==> src/rtl/matrix_stream_loader_if.sv <==
// Stream-in / matrix-out bundle between the element feeder, the loader and the inverse stage.
// The slave side is the loader; the master side drives elements and consumes matrices.
interface matrix_stream_loader_if #(
  parameter int N = 5,
  parameter int W = 8
);
  logic             in_valid;
  logic             in_ready;
  logic [W-1:0]     in_data;
  logic             in_last;
  logic             mat_valid;
  logic             mat_ready;
  logic [N*N*W-1:0] mat_flat;
  logic             frame_err;
  logic [7:0]       frame_cnt;

  modport slave (
    input  in_valid, in_data, in_last, mat_ready,
    output in_ready, mat_valid, mat_flat, frame_err, frame_cnt
  );

  modport master (
    output in_valid, in_data, in_last, mat_ready,
    input  in_ready, mat_valid, mat_flat, frame_err, frame_cnt
  );
endinterface

==> src/rtl/matrix_stream_loader.sv <==
// Collects N*N row-major elements into a shadow buffer and publishes each complete
// frame atomically on mat_flat; malformed frames are dropped with a frame_err pulse.
module matrix_stream_loader #(
  parameter int N = 5,
  parameter int W = 8
) (
  input  logic                   clk,
  input  logic                   reset,
  matrix_stream_loader_if.slave  m
);
  localparam int NE    = N * N;
  localparam int IDX_W = $clog2(NE);
  localparam logic [IDX_W-1:0] LAST_IDX = IDX_W'(NE - 1);

  typedef enum logic [1:0] {S_LOAD, S_HOLD, S_DRAIN} state_e;

  state_e            state_q, state_d;
  logic [IDX_W-1:0]  idx_q, idx_d;
  logic              mat_valid_q, mat_valid_d;
  logic [NE*W-1:0]   mat_flat_q, mat_flat_d;
  logic              frame_err_q, frame_err_d;
  logic [7:0]        frame_cnt_q, frame_cnt_d;
  logic [W-1:0]      shadow_q [NE];
  logic              accept;

  assign m.in_ready  = (state_q == S_LOAD) || (state_q == S_DRAIN);
  assign accept      = m.in_valid && m.in_ready;
  assign m.mat_valid = mat_valid_q;
  assign m.mat_flat  = mat_flat_q;
  assign m.frame_err = frame_err_q;
  assign m.frame_cnt = frame_cnt_q;

  // Shadow buffer carries no reset: every slot is rewritten before it can be published.
  always_ff @(posedge clk) begin
    if (accept && state_q == S_LOAD) begin
      shadow_q[idx_q] <= m.in_data;
    end
  end

  always_ff @(posedge clk) begin
    if (reset) begin
      state_q     <= S_LOAD;
      idx_q       <= '0;
      mat_valid_q <= 1'b0;
      mat_flat_q  <= '0;
      frame_err_q <= 1'b0;
      frame_cnt_q <= '0;
    end else begin
      state_q     <= state_d;
      idx_q       <= idx_d;
      mat_valid_q <= mat_valid_d;
      mat_flat_q  <= mat_flat_d;
      frame_err_q <= frame_err_d;
      frame_cnt_q <= frame_cnt_d;
    end
  end

  always_comb begin
    state_d     = state_q;
    idx_d       = idx_q;
    mat_valid_d = mat_valid_q;
    mat_flat_d  = mat_flat_q;
    frame_err_d = 1'b0;
    frame_cnt_d = frame_cnt_q;
    unique case (state_q)
      S_LOAD: begin
        if (accept) begin
          if (idx_q == LAST_IDX) begin
            idx_d = '0;
            if (m.in_last) begin
              // The final element bypasses the shadow so the whole frame lands in one edge.
              for (int k = 0; k < NE - 1; k++) begin
                mat_flat_d[k*W +: W] = shadow_q[k];
              end
              mat_flat_d[(NE-1)*W +: W] = m.in_data;
              mat_valid_d = 1'b1;
              state_d     = S_HOLD;
            end else begin
              frame_err_d = 1'b1;
              state_d     = S_DRAIN;
            end
          end else if (m.in_last) begin
            frame_err_d = 1'b1;
            idx_d       = '0;
          end else begin
            idx_d = idx_q + 1'b1;
          end
        end
      end
      S_DRAIN: begin
        if (accept && m.in_last) begin
          state_d = S_LOAD;
          idx_d   = '0;
        end
      end
      S_HOLD: begin
        if (mat_valid_q && m.mat_ready) begin
          mat_valid_d = 1'b0;
          state_d     = S_LOAD;
          frame_cnt_d = frame_cnt_q + 8'd1;
        end
      end
      default: state_d = S_LOAD;
    endcase
  end
endmodule

==> src/flat_wrapper.sv <==
// flat-port wrapper written by rule: the top's interface ports become plain ports
module matrix_stream_loader_flat 
#(
  parameter int N = 5,
  parameter int W = 8
)
  (clk, reset, m_in_valid, m_in_data, m_in_last, m_mat_ready, m_in_ready, m_mat_valid, m_mat_flat, m_frame_err, m_frame_cnt);
  matrix_stream_loader_if #(.N(N), .W(W)) m_i ();
  input  logic clk;
  input  logic reset;
  input wire logic [$bits(m_i.in_valid)-1:0] m_in_valid;
  input wire logic [$bits(m_i.in_data)-1:0] m_in_data;
  input wire logic [$bits(m_i.in_last)-1:0] m_in_last;
  input wire logic [$bits(m_i.mat_ready)-1:0] m_mat_ready;
  output wire logic [$bits(m_i.in_ready)-1:0] m_in_ready;
  output wire logic [$bits(m_i.mat_valid)-1:0] m_mat_valid;
  output wire logic [$bits(m_i.mat_flat)-1:0] m_mat_flat;
  output wire logic [$bits(m_i.frame_err)-1:0] m_frame_err;
  output wire logic [$bits(m_i.frame_cnt)-1:0] m_frame_cnt;
  assign m_i.in_valid = m_in_valid;
  assign m_i.in_data = m_in_data;
  assign m_i.in_last = m_in_last;
  assign m_i.mat_ready = m_mat_ready;
  assign m_in_ready = m_i.in_ready;
  assign m_mat_valid = m_i.mat_valid;
  assign m_mat_flat = m_i.mat_flat;
  assign m_frame_err = m_i.frame_err;
  assign m_frame_cnt = m_i.frame_cnt;
  matrix_stream_loader #(.N(N), .W(W)) u_core (.clk(clk), .reset(reset), .m(m_i));
endmodule
==> config.mk <==
export PLATFORM = sky130hd
export DESIGN_NAME = matrix_stream_loader_flat
export DESIGN_NICKNAME = d
export VERILOG_FILES = /design/src/rtl/matrix_stream_loader_if.sv /design/src/rtl/matrix_stream_loader.sv /design/src/flat_wrapper.sv
export SDC_FILE = /design/constraint.sdc
export NUM_CORES = 1
export LEC_CHECK = 0
export ABC_AREA = 1
export CORE_UTILIZATION = 55
export CTS_BUF_LIST = sky130_fd_sc_hd__clkbuf_4 sky130_fd_sc_hd__clkbuf_8 sky130_fd_sc_hd__clkbuf_16
export DETAILED_ROUTE_END_ITERATION = 6
export PLACE_DENSITY = 0.81
export REMOVE_ABC_BUFFERS = 1
export SLEW_MARGIN = 20
export SYNTH_ARGS = -nofsm -noshare
export SYNTH_HDL_FRONTEND = slang
export SYNTH_SLANG_ARGS = --single-unit
==> constraint.sdc <==
create_clock -name clk -period 4.9 [get_ports clk]
set_input_delay 1.225 -clock clk [delete_from_list [all_inputs] [get_ports clk]]
set_output_delay 1.225 -clock clk [all_outputs]
set_load 0.02 [all_outputs]
==> After elaboration in Yosys (flattened, before gate mapping) <==
Memory sizes are Yosys's and may differ from the RTL's. A register that Yosys moved wholly into a read port is not among the register bits.
Cells that the tools add are included.
{ "op_classes": {"muxes": 21, "bitwise_logic": 2, "reduce_logical": 14, "add_sub_neg": 2, "n_eq_ne": 8} }
{ "op_table": {"columns": ["cell", "n"], "rows": [
  ["2-to-1 mux 5 bit", 4],
  ["2-to-1 mux 2 bit", 5],
  ["case mux 5 bit (2 select lines)", 1],
  ["2-to-1 mux 1 bit", 9],
  ["adder 8 x 1 -> 8 bit (second input constant)", 1],
  ["AND reduction 4 bit", 2],
  ["inequality test 2 bit (second input constant)", 3],
  ["case mux 2 bit (3 select lines)", 1],
  ["adder 5 x 1 -> 5 bit (second input constant)", 1],
  ["equality test 5 bit (second input constant)", 1],
  ["AND reduction 5 bit", 1],
  ["logical AND 1 bit", 4],
  ["inequality test 2 x 1 -> 1 bit (second input constant)", 2],
  ["nonzero test 2 bit", 2],
  ["AND reduction 3 bit", 1],
  ["OR reduction 3 bit", 1],
  ["equality test 2 x 1 -> 1 bit (second input constant)", 1],
  ["equality test 2 bit (second input constant)", 1],
  ["logical NOT 2 bit", 1],
  ["inverter 1 bit", 2],
  ["case mux 1 bit (2 select lines)", 1],
  ["AND reduction 2 bit", 1],
  ["logical OR 1 bit", 1]
]} }
{ "totals": {"memories": 1, "register_bits": 217, "ramBits": 200, "out_inout_bits": 211, "input_bits": 13, "wordCells": 54} }
{ "mem_list": {"columns": ["name", "depth", "word_bits", "rd", "rd_clocked_by_memory_dff", "write_ports", "line_no", "source"], "rows": [
  ["u_core.shadow_q", 25, 8, 24, 24, 1, "matrix_stream_loader.sv:23", "logic [W-1:0] shadow_q [NE];"]
]} }

==> Depth between registers and ports, before layout <==
Gate-level depths: netlist (run 1).
{ "depth": {"ltp_word": 6, "mapped_depth": 10, "mapped_depth_nobuf": 8} }

==> Worst setup path before layout (run 1) <==
OpenSTA, ideal clock, no wires.
{ "synth_timing": {"path_kind": "input port to flip-flop", "startpoint": "input m_in_valid", "endpoint": "memory u_core.shadow_q[11][0], enable pin", "slack_ns": 2.514, "n_path_buf": 1, "setup_time_ns": 0.370, "stages": 5, "required_time_ns": 4.530, "arrival_ns": 2.016, "cell_sequence": "nand2_4 inv_6 buf_6 nand2_1 nor2_1"} }
{ "synth_via": {"elab_chain_len": 4} }
{ "synth_rtl": {"columns": ["element", "line_no", "source"], "rows": [
  ["from (decl)", "flat_wrapper.sv:11", "input wire logic [$bits(m_i.in_valid)-1:0] m_in_valid;"],
  ["logical AND 1 bit", "matrix_stream_loader.sv:27", "assign accept = m.in_valid && m.in_ready;"],
  ["logical AND 1 bit", "matrix_stream_loader.sv:35", "if (accept && state_q == S_LOAD) begin"],
  ["2-to-1 mux 1 bit", "matrix_stream_loader.sv:35", null],
  ["2-to-1 mux 1 bit (implied by the code)", "matrix_stream_loader.sv:36", "shadow_q[idx_q] <= m.in_data;"],
  ["to (decl)", "matrix_stream_loader.sv:23", null]
]} }
No other way between the ends.

==> Worst setup path in the final report (run 1) <==
{ "layout_timing": {"startpoint": "input m_in_valid", "endpoint": "register u_core.mat_flat_q[140], in the netlist m_mat_flat[140], read port of u_core.shadow_q"} }
{ "layout_via": {"elab_chain_len": 2} }
{ "layout_rtl": {"columns": ["element", "line_no", "source"], "rows": [
  ["logical AND 1 bit", "matrix_stream_loader.sv:27", null],
  ["AND reduction 4 bit (no source line)", null, null],
  ["to (decl)", "matrix_stream_loader.sv:20", "logic [NE*W-1:0] mat_flat_q, mat_flat_d;"]
]} }
No other way between the ends.
A chain may end at the register's enable or synchronous reset.

==> results of run 1 <==
-- report_power, final --
group	leakage (nW)	internal, mW	switching (mW)
combinational	1.55	0.0275	0.130
clock	0.621	1.66	1.23
sequential	3.48	3.58	0.00502
total	5.65	5.27	1.36
-- logic make-up after synthesis --
| logic type | count (synthesis) |
|---|---|
| buffers and inverters | 115 |
| DFF | 409 |
| xor gates and xnor gates | 1 |
| AOI/OAI and AO/OA | 211 |
| adders and majority gates | 6 |
| and+or+nand+nor | 508 |
-- stage by stage --
stage               setup TNS, ns  std cells
finish                          0       1811
global route                    0       1811
CTS                             0       1811
detailed placement              0       1739
global placement                0       1738
floorplan                 -857.40       1161
-- cell usage after synthesis, types with 2 or more instances --
cell type,number,area share (%)
dfxtp_1,217,29
nor2_1,42,1.0
a21oi_1,110,3.6
edfxtp_1,192,38
a21oi_2,94,5.5
nand2_4,2,0.15
nand3_1,113,3.7
nor2_2,2,0.083
nand3_2,100,6.6
inv_1,25,0.62
buf_2,30,0.99
nand2_1,239,5.9
o21ai_0,5,0.17
buf_4,14,0.70
buf_6,9,0.67
nand4_1,6,0.25
buf_12,11,1.5
ha_1,6,0.50
clkbuf_1,25,0.62
-- final cells by class --
type                    count  area [µm²]  share of cell area [%]
flip-flops and latches    409       10100                    54.6
multi-input cells         726        4240                    22.9
repair buffers            237        2390                    12.9
clock buffers              57        1160                    6.29
well taps                 341         427                    2.31
inverters                  26         105                   0.568
clock inverters            15        70.1                   0.379
-- sequential cells by signal (all words and copies together) (netlist names) --
register / flops
m_mat_flat: 192
u_core.idx_q: 5
u_core.m.frame_err: 1
u_core.state_q: 2
u_core.m.mat_flat: 8
u_core.m.mat_valid: 1
u_core.shadow_q: 192
u_core.m.frame_cnt: 8
-- routing by layer --
metal	vias up	share of wire, %	global-route usage (%)
li1	4721	-	-
met2	370	49	41.0
met4	0	2.3	7.10
met5	-	0	0
met1	4901	43	32.3
met3	57	6.1	4.63
-- critical path, cell delays in order --
cell and delay (ns):
clkdlybuf4s50_1 0.61, nand2_4 0.12, inv_8 0.31, buf_4 0.82, nand3_1 0.23, a21oi_1 0.22
-- path summary, 6_finish.rpt --
path / endpoint / slack [ns] / cells after the start
setup / recovery: m_mat_flat[140]$_SDFFE_PP0P_ / 1.70 / 6
hold / removal: m_mat_flat[42]$_SDFFE_PP0P_ / 0.46 / 2
setup reg to reg: m_mat_flat[140]$_SDFFE_PP0P_ / 2.09 / 8
hold reg to reg: m_mat_flat[42]$_SDFFE_PP0P_ / 0.46 / 2
==> run metrics, run 1 <==
status complete, no violations; Worst-Margin Slew 1.11 ns; H-tree depth 2; final count of pins violating max slew 0; Rel. slew slack roughly a quarter; layout cells sized above 1 a little under a fifth; FMAX 313 MHz; CTS resizes 0; Critical Path Start m_in_valid; final worst path period share between 60% and 70%; design area 0.0185 mm²; CP Class input port to flop; Clock Path Buffers 3; Req. time, crit path around 5.3 ns; Setup Buffers After CTS 0; initial antenna violation count 0; WL/cell 19.1 µm; core region area approximately 0.027 mm²; max_cap viols 0; Fin. Hold Viols 0; DP Wirelength slightly below 20000 µm; final setup vio count 0; XOR/XNOR Fraction of Synth Area 0.0580%; crit path time final ~3.2 ns; later-pin clock latency in the skew report 0.52 ns; Starting Density between 50% and 60%; main combinational cell family by area after synthesis simple AND/OR/NAND/NOR gates; crit path launch type input port; Die ar. 0.0281 mm²; TritonCTS clock tree done; final worst setup slack between 1.5 and 2 ns; #FFs+latches synth ~400; pwr dens around 360 mW/mm²; DRT antenna net count 0; Synth Cell Area roughly 0.015 mm²; PortBufs ~220; vias between 10k and 15k; drt pass-1 iters 7; GP Congestion 0.804; CTS Hold Bufs 0; unrepaired setup endpoints after global routing no; row count 60; first-pass GRT wire length 53800 µm; post-synthesis compound-gate area fraction under 10%; crit path DAT ~3.6 ns; Fill cells 1871; Worst Hold Class flop to flop; io pins 224; Clock Pin Slew Worst Setup and Hold Paths around 0.060 ns; predominant post-synthesis flop cell dfxtp_1; adder-cell area share of the yosys netlist less than 1%; total track usage about 24%; maximum VDD drop between 200 and 250 µV; largest net degree at the start of global routing between 200 and 250; most frequent cells in the layout nand2_1 (239), clkdlybuf4s50_1 (222), dfxtp_1 (217); DR vias/cell 5.55; CTS Buf Count 40; Post-Synth Simple-Gate Area roughly 18%; Syn Inst Count approximately 1.3k; beginning of the worst register-to-register path u_core.idx_q[0]$_SDFFE_PP0P_; Post-synth EDFFs between 150 and 200; post-placement cell area roughly 0.017 mm²; gr ovfl total 0; Setup Skew 0.0165 ns; worst hold slack 0.461 ns; fin util around 69%; leak pwr around 5.6 nW; DRT iter0 DRCs around 950; Layout Nets 1459; die height approximately 170 µm; Post-Route WL 34600 µm; Pwr Total approximately 6.6 mW; mux contribution to synthesized area 0%; asr flop ratio synth 0%; CP Capture Type flop; pre-CTS setup slack between 1 and 1.5 ns; Sink Count roughly 410; area grow syn2layout 22.5%; count of unique library cells instantiated by Yosys 27; commonest non-fill, non-tap cell in the layout nand2_1; Die X 168 µm; Ys Warns 0; crit-path max FO between 70 and 80; Hold Crit Start m_mat_flat[42]$_SDFFE_PP0P_; syn_area_per_cell approximately 12 µm²; n_diodes 0; DRC Markers 0; sequential share of the synthesized area between 60% and 70%; vias in the first global route 9735; Root Driver clkbuf_16
(Power assumes the default switching activity.)
==> inputs of run 2 (changes only) <==
Settings changed: CORE_UTILIZATION 55 to 54, PLACE_DENSITY 0.81 to 0.8.
Clock period 4.9 ns to 3.2 ns, I/O delays scaled along.
==> run metrics, run 2 (same netlist as run 1, synthesis figures left out) <==
total track usage 24.3% (-0.14 points); TritonCTS clock tree done; drt pass-1 iters 5 (-2); Die X 169 µm (+0.91%); initial antenna violation count 0 (unchanged); crit-path max FO 4 (-95%); Fin. Hold Viols 0 (unchanged); status complete, no violations; final cell count without fillers 1878 (+3.7%); Post-Route WL 34800 µm (+0.47%); register area 0.0101 mm² (unchanged); CP Class flop to output port; Starting Density 55.6% (-0.46 points); Hold Path Stages 2 (unchanged); CTS resizes 0 (unchanged); PortBufs 223 (unchanged); layout cells sized above 1 21.2% (+2.1 points); Req. time, crit path 2.40 ns (-2.93 ns); cell count after placement 1802 (+3.6%); Pwr Total 10.5 mW (+58%); DP Wirelength 20700 µm (+5.0%); n_diodes 0 (unchanged); core region area 0.0272 mm² (+0.84%); unrepaired setup endpoints after global routing no; vias in the first global route 9922 (+1.9%); first-pass GRT wire length 54100 µm (+0.56%); crit path DAT 1.67 ns (-1.96 ns); slowest cell delay on critical path 0.64 ns (-0.18 ns); Die ar. 0.0286 mm² (+1.8%); FMAX 405 MHz; maximum VDD drop 384 µV (+56%); final count of pins violating max slew 0 (unchanged); Clock Path Buffers 3 (unchanged); area grow syn2layout 25.6%; commonest non-fill, non-tap cell in the layout nand2_1; Clock Pin Slew Worst Setup and Hold Paths 0.06 ns (about the same); setup TNS 0 ns (unchanged); later-pin clock latency in the skew report 0.52 ns (about the same); H-tree depth 2 (unchanged); DR vias/cell 5.41 (-2.6%); crit path time final around 2.5 ns; Sink Count 409 (unchanged); max_cap viols 0 (unchanged); WL/cell 18.5 µm (-3.1%); CP Capture Type output port; Worst Hold Class flop to flop; gr ovfl total 0 (unchanged); DRT iter0 DRCs 807 (-15%); area of the multi-input gates 0.00424 mm² (unchanged); final worst path period share 77.1%; final setup vio count 0 (unchanged); DRC Markers 0 (unchanged); worst-path cell chain inv_1 -> clkdlybuf4s50_1; Worst-Margin Slew 0.669 ns (-0.441 ns); io pins 224 (unchanged); Layout Nets 1492 (+2.3%); Fill cells 1953 (+4.4%); R2R Setup Slk 0.82 ns (-1.27 ns); CTS Buf Count 41 (+2.5%); GP Congestion 0.751 (-6.5%); row count 60 (unchanged); Rel. slew slack 55.3% (+29 points); CTS Hold Bufs 0 (unchanged); R2R depth 8 (unchanged); pre-CTS setup slack 0.453 ns (-0.818 ns); Setup Buffers After CTS 0 (unchanged); leak pwr 5.90 nW (+4.5%); pwr dens 552 mW/mm² (+54%); Root Driver clkbuf_16; Setup Skew 0.0169 ns (+0.000425 ns); most frequent cells in the layout nand2_1 (239), clkdlybuf4s50_1 (222), dfxtp_1 (217); crit path launch type flop; die height 169 µm (+0.91%); DRT antenna net count 0 (unchanged); vias 10.2k (+1.0%); slowest CP cell clkdlybuf4s50_1; largest net degree at the start of global routing 109 (-46%); fin util 69.8% (+1.2 points); final worst setup slack 0.732 ns (-0.971 ns)
run 2: cell count changes in the layout (fill, tap and decap cells not counted):
cell and change:
buf_4 +26, buf_12 +7, clkbuf_8 +4, clkinv_1 -3, clkbuf_16 +2, buf_16 -1, bufinv_16 +1, clkbuf_4 -1
clkinv_2 +1, clkinv_4 -1, inv_6 +1
run 2: power breakdown:
group	internal [mW]	total, mW	switching (mW)
Clock	2.81	4.72	1.91
Sequential	5.49	5.50	0.00788
Combinational	0.0537	0.259	0.205
run 2: metal layers:
layer / global-route usage [%] / vias to the layer above / share of wire, %
met5: 0 / - / 0
met4: 6.93 / 0 / 2.4
met3: 4.01 / 61 / 6.2
met2: 41.3 / 360 / 49
met1: 32.1 / 4952 / 43
li1: - / 4778 / -
run 2: metrics by stage:
step,hold slack [ns],area (µm²)
4_1_cts,0.461,19000
5_1_grt,0.473,19000
3_5_place_dp,0.451,17600
6_report,0.460,19000
3_3_place_gp,0.450,17600
2_1_floorplan,0.518,14400
run 2: cell type report:
class	instances	area share (%)
Clock buffer	62	6.65
Clock inverter	14	0.495
Inverter	26	0.554
Multi-Input combinational cell	726	22.4
Sequential cell	409	53.3
Tap cell	372	2.45
Timing Repair Buffer	269	14.2
run 2: critical path, delay by kind of cell (launching register included):
| kind | cells | cell delay [ns] |
|---|---|---|
| flops | 1 | 0.36 |
| buf+inv | 2 | 0.79 |
run 2: final timing paths:
check	startpoint	endpoint
worst max-delay path	u_core.state_q[0]$_SDFFE_PP0P_	m_in_ready
worst min-delay path	m_mat_flat[59]$_SDFFE_PP0P_	m_mat_flat[59]$_SDFFE_PP0P_
worst max register to register	u_core.idx_q[0]$_SDFFE_PP0P_	m_mat_flat[141]$_SDFFE_PP0P_
worst min register to register	m_mat_flat[59]$_SDFFE_PP0P_	m_mat_flat[59]$_SDFFE_PP0P_
==> inputs of run 3 (changes only) <==
Clock period 3.2 ns to 2.3 ns, I/O delays scaled along.
==> run metrics, run 3 (same netlist as run 1, synthesis figures left out) <==
Layout Nets 1521 (+1.9%); Clock Path Buffers 3 (unchanged); DP Wirelength 22300 µm (+7.4%); DR vias/cell 5.33 (-1.3%); commonest non-fill, non-tap cell in the layout nand2_1; Worst-Margin Slew 0.440 ns (-0.229 ns); Root Driver clkbuf_16; internal power 11.7 mW (+40%); pwr dens 753 mW/mm² (+36%); PortBufs 223 (unchanged); layout cells sized above 1 22.7% (+1.5 points); crit path time final between 2 and 2.5 ns; crit path DAT 1.65 ns (-0.02 ns); reg2reg end m_mat_flat[58]$_SDFFE_PP0P_; DRT iter0 DRCs 731 (-9.4%); initial antenna violation count 0 (unchanged); pre-CTS setup slack -0.00753 ns (-0.461 ns); DRC Markers 0 (unchanged); logic gate share of total power 2.7% (+0.2 points); Req. time, crit path 1.73 ns (-0.67 ns); Worst Hold Class flop to flop; GP Congestion 0.780 (+3.8%); Clock Pin Slew Worst Setup and Hold Paths 0.06 ns (about the same); vias in the first global route 9886 (-0.36%); R2R depth 9 (+1); crit path launch type flop; TritonCTS clock tree done; gr ovfl total 0 (unchanged); row count 60 (unchanged); maximum VDD drop 481 µV (+25%); first-pass GRT wire length 54200 µm (+0.17%); io pins 224 (unchanged); Post-Route WL 34600 µm (-0.54%); FMAX roughly 450 MHz; Die ar. 0.0286 mm² (unchanged); DRT antenna net count 0 (unchanged); die height 169 µm (unchanged); setup TNS 0 ns (unchanged); status complete, no violations; final count of pins violating max slew 0 (unchanged); core region area 0.0272 mm² (unchanged); final worst path period share between 90 and 100%; Fill cells 1886 (-3.4%); CTS Buf Count 40 (-2.4%); Critical Path Start u_core.state_q[0]$_SDFFE_PP0P_; total track usage 24.4% (+0.16 points); drt pass-1 iters 5 (unchanged); final setup vio count 0 (unchanged); largest net degree at the start of global routing 75 (-31%); most frequent cells in the layout nand2_1 (239), clkdlybuf4s50_1 (222), dfxtp_1 (217); vias 10.2k (+0.030%); Critical Path Sink m_in_ready; Switching Share 19.7% (-0.53 points); Fin. Hold Viols 0 (unchanged); n_diodes 0 (unchanged); max_cap viols 0 (unchanged); Die X 169 µm (unchanged); CTS Hold Bufs 0 (unchanged); crit-path max FO 4 (unchanged); NetSw 2.87 mW (+35%); CTS resizes 0 (unchanged); final worst setup slack 0.0715 ns (-0.661 ns); unrepaired setup endpoints after global routing no; R2R Setup Slk 0.13 ns (-0.69 ns); Setup Skew 0.0157 ns (-0.00116 ns); beginning of the worst register-to-register path u_core.idx_q[0]$_SDFFE_PP0P_; Sink Count 409 (unchanged); Seq pwr share 52.6% (about the same); later-pin clock latency in the skew report 0.52 ns (about the same); CP Class flop to output port; H-tree depth 2 (unchanged); Rel. slew slack 70.6% (+15 points); clock share of power 44.7% (-0.3 points); area grow syn2layout 27.8%; Starting Density 55.6% (unchanged); WL/cell 18.2 µm (-1.9%); CP Capture Type output port; leak pwr 6.09 nW (+3.1%); Setup Buffers After CTS 0 (unchanged); Hold Path Stages 2 (unchanged)
[run 3: cell types whose count changed in the layout (fill, tap and decap cells not counted), sizes merged]
| cell | change |
|---|---|
| buf | +30 |
| bufinv | +2 |
| clkbuf | -1 |
| clkinv | -3 |
| clkinvlp | -1 |
| inv | -1 |
[run 3: final cells by class]
| cell class | instances | area [µm²] | area share [%] |
|---|---|---|---|
| Clock inverter | 11 | 130 | 0.674 |
| Clock buffer | 61 | 1190 | 6.19 |
| Inverter | 26 | 105 | 0.544 |
| Multi-Input combinational cell | 726 | 4240 | 22.0 |
| Tap cell | 372 | 465 | 2.41 |
| Sequential cell | 409 | 10100 | 52.4 |
| Timing Repair Buffer | 299 | 3060 | 15.8 |
[run 3: metal layers]
| metal | share of wire [%] | vias up | track usage (%) |
|---|---|---|---|
| met4 | 2.4 | 0 | 7.76 |
| li1 | - | 4841 | - |
| met1 | 42 | 4881 | 32.4 |
| met3 | 6.2 | 62 | 4.20 |
| met5 | 0 | - | 0 |
| met2 | 49 | 370 | 41.1 |
[run 3: through the flow]
stage	utilization (%)	hold WS, ns	cells	power (mW)	cell area [µm²]
floorplan	-	0.518	1161	7.91	14400
global placement	66.2	0.449	1832	8.19	18000
detailed placement	66.2	0.454	1832	8.19	18000
CTS	71.0	0.461	1904	14.6	19300
global route	71.0	0.479	1904	15.0	19300
finish	71.0	0.463	1904	14.5	19300
[run 3: worst min path at each step]
stage                     slack, ns                             from                            to
after floorplan                0.52  u_core.shadow_q[0][0]$_DFFE_PP_    m_mat_flat[0]$_SDFFE_PP0P_
after global placement         0.45     m_mat_flat[140]$_SDFFE_PP0P_  m_mat_flat[140]$_SDFFE_PP0P_
after detailed placement       0.45      m_mat_flat[35]$_SDFFE_PP0P_   m_mat_flat[35]$_SDFFE_PP0P_
after CTS                      0.46     m_mat_flat[177]$_SDFFE_PP0P_  m_mat_flat[177]$_SDFFE_PP0P_
after global routing           0.48     m_mat_flat[158]$_SDFFE_PP0P_  m_mat_flat[158]$_SDFFE_PP0P_
final                          0.46     m_mat_flat[177]$_SDFFE_PP0P_  m_mat_flat[177]$_SDFFE_PP0P_
[run 3: power groups by stage]
stage / combinational [mW] / sequential (mW) / clock [mW]
2_1_floorplan: 0.100 / 7.81 / 0
3_3_place_gp: 0.383 / 7.80 / 0
3_5_place_dp: 0.390 / 7.80 / 0
4_1_cts: 0.391 / 7.65 / 6.58
5_1_grt: 0.416 / 7.64 / 6.89
6_report: 0.392 / 7.65 / 6.49
[run 3: worst max-delay path: stages, from the launching register on]
cell and delay (ns):
dfxtp_1 0.34, inv_1 0.13, clkdlybuf4s50_1 0.65
